===== src/rtl/cnn_pkg.sv =====
// cnn_pkg: loader FSM states and ternary weight type shared by the CNN weight path
package cnn_pkg;
  typedef enum logic [2:0] {L_IDLE, L_COLLECT, L_WRITE, L_START, L_DONE} loader_state_t;
  typedef logic signed [1:0] weight_t;
endpackage


===== src/rtl/cnn_weight_loader.sv =====
// cnn_weight_loader: assembles serial ternary weights into kernels, writes them to feature memory, then fires the CNN start pulse
module cnn_weight_loader
  import cnn_pkg::*;
#(
  parameter int KERNEL_SIZE  = 3,
  parameter int NUM_FEATURES = 2,
  parameter int WRITE_CYCLES = 2,
  parameter int ADDR_W       = (NUM_FEATURES > 1) ? $clog2(NUM_FEATURES) : 1
) (
  input  logic                                 clk,
  input  logic                                 rst_cnn,
  input  logic                                 load_start,
  input  logic [1:0]                           weight_in,
  input  logic                                 weight_valid,
  output logic                                 weight_ready,
  output logic [2*KERNEL_SIZE*KERNEL_SIZE-1:0] weights_output,
  output logic [ADDR_W-1:0]                    feature_writeAddr,
  output logic                                 feature_WrEn,
  output logic                                 convolution_enable,
  output logic                                 load_done,
  output logic                                 weight_err
);
  localparam int KK = KERNEL_SIZE * KERNEL_SIZE;
  localparam int EW = (KK > 1) ? $clog2(KK) : 1;
  localparam int WW = $clog2(WRITE_CYCLES + 1);
  localparam logic [EW-1:0] ELEM_LAST = EW'(KK - 1);
  localparam logic [WW-1:0] WR_LAST = WW'(WRITE_CYCLES);
  localparam logic [ADDR_W-1:0] FEAT_LAST = ADDR_W'(NUM_FEATURES - 1);
  loader_state_t state;
  weight_t kern [KK];
  logic [2*KK-1:0] kern_flat;
  logic [EW-1:0] elem_cnt;
  logic [WW-1:0] wr_cnt;
  logic [ADDR_W-1:0] feat_cnt;
  logic illegal;
  assign illegal = weight_in == 2'b10;
  always_comb begin
    kern_flat = '0;
    for (int i = 0; i < KK; i++) kern_flat[2*i+:2] = kern[i];
  end
  always_ff @(posedge clk or negedge rst_cnn) begin
    if (!rst_cnn) begin
      state <= L_IDLE;
      weight_ready <= 1'b0;
      weights_output <= '0;
      feature_writeAddr <= '0;
      feature_WrEn <= 1'b1;
      convolution_enable <= 1'b1;
      load_done <= 1'b0;
      weight_err <= 1'b0;
      elem_cnt <= '0;
      feat_cnt <= '0;
      wr_cnt <= '0;
      kern <= '{default: '0};
    end else begin
      case (state)
        L_IDLE, L_DONE: if (load_start) begin
          state <= L_COLLECT;
          weight_ready <= 1'b1;
          feat_cnt <= '0;
          elem_cnt <= '0;
          weight_err <= 1'b0;
          load_done <= 1'b0;
        end
        L_COLLECT: if (weight_valid && weight_ready) begin
          // -2 is not a ternary value; clamp it to -1 and flag the sequence
          kern[elem_cnt] <= illegal ? 2'b11 : weight_in;
          if (illegal) weight_err <= 1'b1;
          if (elem_cnt == ELEM_LAST) begin
            state <= L_WRITE;
            weight_ready <= 1'b0;
            elem_cnt <= '0;
            wr_cnt <= '0;
          end else elem_cnt <= elem_cnt + 1'b1;
        end
        L_WRITE: begin
          // wr_cnt==0 is the setup cycle that presents data and address with WrEn
          if (wr_cnt == '0) begin
            weights_output <= kern_flat;
            feature_writeAddr <= feat_cnt;
            feature_WrEn <= 1'b0;
            wr_cnt <= 1'b1;
          end else if (wr_cnt == WR_LAST) begin
            feature_WrEn <= 1'b1;
            feat_cnt <= feat_cnt + 1'b1;
            state <= (feat_cnt == FEAT_LAST) ? L_START : L_COLLECT;
            weight_ready <= feat_cnt != FEAT_LAST;
            convolution_enable <= feat_cnt != FEAT_LAST;
          end else wr_cnt <= wr_cnt + 1'b1;
        end
        L_START: begin
          convolution_enable <= 1'b1;
          load_done <= 1'b1;
          state <= L_DONE;
        end
        default: state <= L_IDLE;
      endcase
    end
  end
endmodule


===== config.mk =====
export PLATFORM = sky130hd
export DESIGN_NAME = cnn_weight_loader
export DESIGN_NICKNAME = d
export VERILOG_FILES = /design/src/rtl/cnn_pkg.sv /design/src/rtl/cnn_weight_loader.sv
export SDC_FILE = /design/constraint.sdc
export NUM_CORES = 1
export LEC_CHECK = 0
export ABC_AREA = 1
export BUFFER_PORTS_ARGS = -buffer_cell sky130_fd_sc_hd__buf_4
export CORE_UTILIZATION = 40
export DETAILED_ROUTE_END_ITERATION = 8
export SYNTH_ARGS = -nofsm -noshare
export SYNTH_HDL_FRONTEND = slang
export SYNTH_SLANG_ARGS = --single-unit

===== constraint.sdc =====
create_clock -name clk -period 1.5 [get_ports clk]
set_input_delay 0.225 -clock clk [delete_from_list [all_inputs] [get_ports clk]]
set_output_delay 0.225 -clock clk [all_outputs]
set_load 0.005 [all_outputs]

# After elaboration in Yosys (flattened, before gate mapping)
# Cells that the tools add are included.
# W data, S select, Z words.
# totals
word_cells,101
regBits,52
# op_classes
n_lt_le_gt_ge,2
n_addsub,3
bitwise_logic,2
eq_ne,14
n_reduce_logical,23
muxes,37
# ops
cell,count
$bwmux W18,1
$mux W3,5
$mux W2,7
$mux W1,12
$mux W4,3
$ne A2 B2 Y1 const B,6
$pmux W3 S4,1
$reduce_and A4 Y1,3
$reduce_bool A2 Y1,6
$demux W2 S4,1
$pmux W1 S2,4
$pmux W4 S2,1
$reduce_and A2 Y1,4
$eq A3 B2 Y1 const B,2
$reduce_and A3 Y1,2
$reduce_and A6 Y1,1
$ge A5 B5 Y1 const B,1
$lt A5 B1 Y1 const B,1
$not A4 Y5,1
$reduce_and A5 Y1,1
$add A4 B1 Y4 const B,1
$eq A2 B2 Y1 const B,2
$eq A4 B4 Y1 const B,1
$pmux W2 S2,1
12 further kinds,13

# Depth between registers and ports, before layout
# depth
ltp_word,6
ltp_mapped,9
ltp_nobuf,9

# Worst setup path after synthesis
# No wires, ideal clock.
# synth_timing
path_type,flip-flop to flip-flop
start,reg elem_cnt[0]
end,reg kern[0] in the netlist's numbering
slack_ns,0.090
path_stages_with_launch,7
period_less_slack_ns,1.410
t_required_ns,1.381
t_arrival_ns,1.292
setup_time_ns,0.119
path_buffers,0
path_cell_list,dfrtp_1 > inv_1 > ha_1 > nand3_1 > nor3_2 > nand2_1 > o21a_1
# synth_via
elab_chain_len,6
elab_cells_between_ends,7
classes_between,order compare (2); mux (3); bitwise (1); reduce/logical (1)
# synth_lines
item,line,text
start: declaration,cnn_weight_loader.sv:32,logic [EW-1:0] elem_cnt;
start signal: assignment,cnn_weight_loader.sv:74,end else elem_cnt <= elem_cnt + 1'b1;
$not A4 Y5 (*),cnn_weight_loader.sv:67,kern[elem_cnt] <= illegal ? 2'b11 : weight_in;
$ge A5 B5 Y1 (implied by the code) / $lt A5 B1 Y1 (equally long branches),cnn_weight_loader.sv:67,
$logic_and A1 B1 Y1 (implied by the code),cnn_weight_loader.sv:67,
$mux W2,cnn_weight_loader.sv:67,
$demux W2 S4 (*),cnn_weight_loader.sv:67,
$bwmux W18 (*),cnn_weight_loader.sv:67,
end signal: indexed assignment,cnn_weight_loader.sv:67,
end: declaration,cnn_weight_loader.sv:30,weight_t kern [KK];
# Every way passes the cells marked *; elsewhere a longest branch is shown, timed or not.
# A chain may end at the register's enable or synchronous reset.

# Worst setup path after layout
# layout_timing
start,reg state[2]
end,reg feat_cnt
# layout_via
elab_chain_len,4
elab_cells_between_ends,10
classes_between,eq/ne (5); mux (1); reduce/logical (4)
# layout_lines
item,line,text
start: declaration,cnn_weight_loader.sv:29,loader_state_t state;
start signal: assignment,cnn_weight_loader.sv:86,state <= (feat_cnt == FEAT_LAST) ? L_START : L_COLLECT;
$eq A3 B3 Y1 / $logic_not A3 Y1 (equally long branches),cnn_weight_loader.sv:56,case (state)
$reduce_or A2 Y1,cnn_weight_loader.sv:56,
$ne A2 B2 Y1 (no source line) / $reduce_bool A2 Y1 (equally long branches),--,
$reduce_and A4 Y1 (no source line),--,
end signal: assignment,cnn_weight_loader.sv:85,feat_cnt <= feat_cnt + 1'b1;
end: declaration,cnn_weight_loader.sv:34,logic [ADDR_W-1:0] feat_cnt;
# Parallel ways exist; a longest one is shown, timed or not.

==> flow_summary_export.csv <==
group,metric,value,unit
pwr,swShare,0.3808,
global_routing,grt_pass1_vias,1700,
critical_path,endpoint_kind,"flip-flop",
floorplan,ios,30,
floorplan,coreArea,0.005642,mm^2
timing,rsz0062_at_grt,"true",
critical_path,r2r_cells,8,
pwr,ir_drop,0.7942,mV
cells_and_area,area_growth,21.08,%
min_path,min_from,"weight_in[1]",
global_routing,grt_max_degree,53,
critical_path,slowest_stage,"dfrtp_1",
routing,drt-initial-drc-count,113,
global_routing,grt-ovfl-total,0,
timing,worstMarginPinSlew,659.1,ps
global_routing,antenna_found_initial,0,
clock_tree,cts_tree,"done",
critical_path,rr_endpoint,"feat_cnt",
cells_and_area,post-route-util,0.5159,
clock_tree,clock-sinks,52,
timing,fin_crit,1410,ps
timing,finalCritPeriodShare,0.9398,
timing,fmax,709.4,MHz
cells_and_area,antenna_cells,0,
outcome,status,"complete, no violations",
routing,routedWlPerCell,11.95,um
routing,routed_wl,4648,um
routing,vias,1843,
timing,finClkSkew,4.827,ps
synth,yosysUniqueCellTypes,25,
routing,drc,0,
place,dp_hpwl,3328,um
global_routing,top_usage_layer,"met2",
place,placed_cell_area,0.002779,mm^2
critical_path,path_class,"flip-flop to flip-flop",
clock_tree,root_buffer,"clkbuf_8",
global_routing,grt_pass1_wl,8086,um
min_path,hold_end,"kern[1]",
synth,synth_fp_nets,284,
clock_tree,clk_pin_slew_worst_paths,90,ps
min_path,hold_path_depth,3,
critical_path,critPathArrivalTime,1610,ps
synth,synth-seq-cells,52,
clock_tree,h-tree-depth,2,
pwr,p_switching,0.001897,W
floorplan,num_rows,27,
cells_and_area,num-fill-cells,531,
critical_path,cpPeakStageDelay,440,ps
timing,relSlewSlack,0.5606,
critical_path,cp_max_fo,7,
cells_and_area,nNetsFinal,328,
floorplan,die-area,0.006323,mm^2
flow_run,cap_violations,0,
cells_and_area,drive_gt1_frac,0.2397,
floorplan,start_util,0.4260,
global_routing,grt.met1_usage,0.2390,
clock_tree,numCtsBuffers,5,
pwr,p_comb_frac,0.408,
critical_path,path_cells,"inv_2, nand2_1, nor2_2, nand2_1, nand2_1, nand2_1, nand2_1, o21ai_1",
pwr,internal-power,0.003084,W
routing,firstDrtPassIters,4,
critical_path,reg2reg_setup_slack,90,ps
place,io_buffers,29,
routing,antenna_left,0,
place,routabilityCongestion,0.8443,
critical_path,r2r_start,"state[2]",
floorplan,die_w,79.52,um
place,dp_slack,101.4,ps
timing,setup_viol,0,
timing,worst_slack,90.34,ps
critical_path,worstPathRequired,1700,ps
cells_and_area,final_cell_mix,"108 x nand2_1, 50 x dfrtp_1, 39 x buf_4",
floorplan,die_h,79.52,um
critical_path,start_kind,"flip-flop",
clock_tree,clockBufferDepth,2,
cells_and_area,layout_commonest_cell,"nand2_1",
pwr,seqPwrFrac,0.425,
timing,hold_viol,0,
routing,viasPerCell,4.738,
pwr,p_leak,1.501,nW
cells_and_area,fin_area,0.002910,mm^2
pwr,power_frac_clock,0.167,
critical_path,path_common_cell,"nand2_1",
timing,tns,0,ps
synth,synth_cells,272,
timing,slew_viol_final,0,
pwr,power_density,1712,mW/mm^2
synth,seq_area_frac_synth,0.5424,
synth,syn_avg_cell_area,8.837,um^2
synth,yosysWarnings,0,
global_routing,track_usage,0.1651,
global_routing,use_met3,0.03429,
global_routing,gr-usage-met2,0.2470,
clock_tree,insertion_delay,300,ps
synth,netlist_area,0.002404,mm^2
min_path,hold_path_class,"primary input to flip-flop",
## layout make-up
class	count	area, um^2	share of cell area
multi-input combinational	197	1025	0.3521
sequential	52	1304	0.4480
clock buffer	6	82.58	0.02837
timing repair buffer	41	322.8	0.1109
inverter	19	71.32	0.02451
tap	72	90.09	0.03095
clock inverter	2	15.01	0.005159
## critical path: cells and delay by family (launching register included)
| kind | cells | cell delay, ps |
|---|---|---|
| simple gates | 6 | 680 |
| flops | 1 | 440 |
| buf+inv | 1 | 130 |
| compound gates | 1 | 50 |
## worst max path at each step
stage                           start        end  slack, ps  cells after the start
after floorplan           elem_cnt[0]    kern[0]         90                      6
after global placement       state[2]   feat_cnt        120                      8
after detailed placement  elem_cnt[0]    kern[0]        100                      6
after CTS                 elem_cnt[0]    kern[0]         90                      6
after global routing      elem_cnt[1]  wr_cnt[1]        -50                      9
final                        state[2]   feat_cnt         90                      8
## sequential cells by signal, summed over array words and instances, names as in the netlist
name	flops
elem_cnt	4
convolution_enable	1
wr_cnt	2
feature_WrEn	1
feat_cnt	1
weights_output	18
load_done	1
weight_err	1
state	3
weight_ready	1
feature_writeAddr	1
kern	18
## through the flow
step                      hold slack (ps)  cells  power, W
after floorplan                    -70.59    272  0.003379
after global placement              306.8    379  0.004096
after detailed placement            305.9    379  0.004127
after CTS                           135.1    388  0.004992
after global routing                167.1    389  0.005401
final                               149.1    389  0.004981
## timing repair
item / CTS / global route
resized for setup: 0 / 4
hold endpoints to repair: 50 / 0
setup buffers: 0 / 1
endpoints found under the setup margin: 0 / 8
hold buffers: 1 / 0
## cells in the mapped netlist
master / instances / area [um^2]
a21o_1: 1 / 7.510
a21oi_1: 3 / 15.01
buf_2: 4 / 20.02
dfrtp_1: 50 / 1251
dfstp_2: 2 / 52.55
ha_1: 6 / 75.07
inv_1: 16 / 60.06
inv_2: 3 / 11.26
nand2_1: 108 / 405.4
nand2_2: 1 / 6.260
nand2_4: 1 / 11.26
nand3_1: 9 / 45.04
nand3_2: 10 / 100.1
nand3_4: 1 / 17.52
nand4_1: 2 / 12.51
nor2_1: 17 / 63.81
nor2_2: 2 / 12.51
nor2_4: 2 / 22.52
nor2_8: 2 / 40.04
nor3_2: 1 / 10.01
o211ai_1: 1 / 7.510
o21a_1: 1 / 7.510
o21ai_0: 3 / 15.01
o21ai_1: 25 / 125.1
xor2_1: 1 / 8.760
## power groups by stage
stage                     Combinational, W  Sequential (W)  Clock, W
after floorplan                    0.00127         0.00211         0
after global placement             0.00196         0.00213         0
after detailed placement           0.00199         0.00214         0
after CTS                          0.00200         0.00211  0.000881
after global routing               0.00229         0.00217  0.000939
final                              0.00203         0.00211  0.000834
## cells by family after synthesis
family                   after synthesis  share of synthesized area
buffers and inverters                 23                    0.03800
adder cells (fa/ha/maj)                6                    0.03123
XOR/XNOR                               1                   0.003645
AO/OA/AOI/OAI                         34                    0.07392
flip-flops                            52                     0.5424
AND/OR/NAND/NOR                      156                     0.3108
## metal layers
| metal | part of all wire | vias up |
|---|---|---|
| li1 | - | 959 |
| met1 | 0.51 | 846 |
| met2 | 0.45 | 31 |
| met3 | 0.035 | 7 |
| met4 | 0.011 | 0 |
| met5 | 0 | - |
Note: power is estimated with default switching activity, not from simulation.
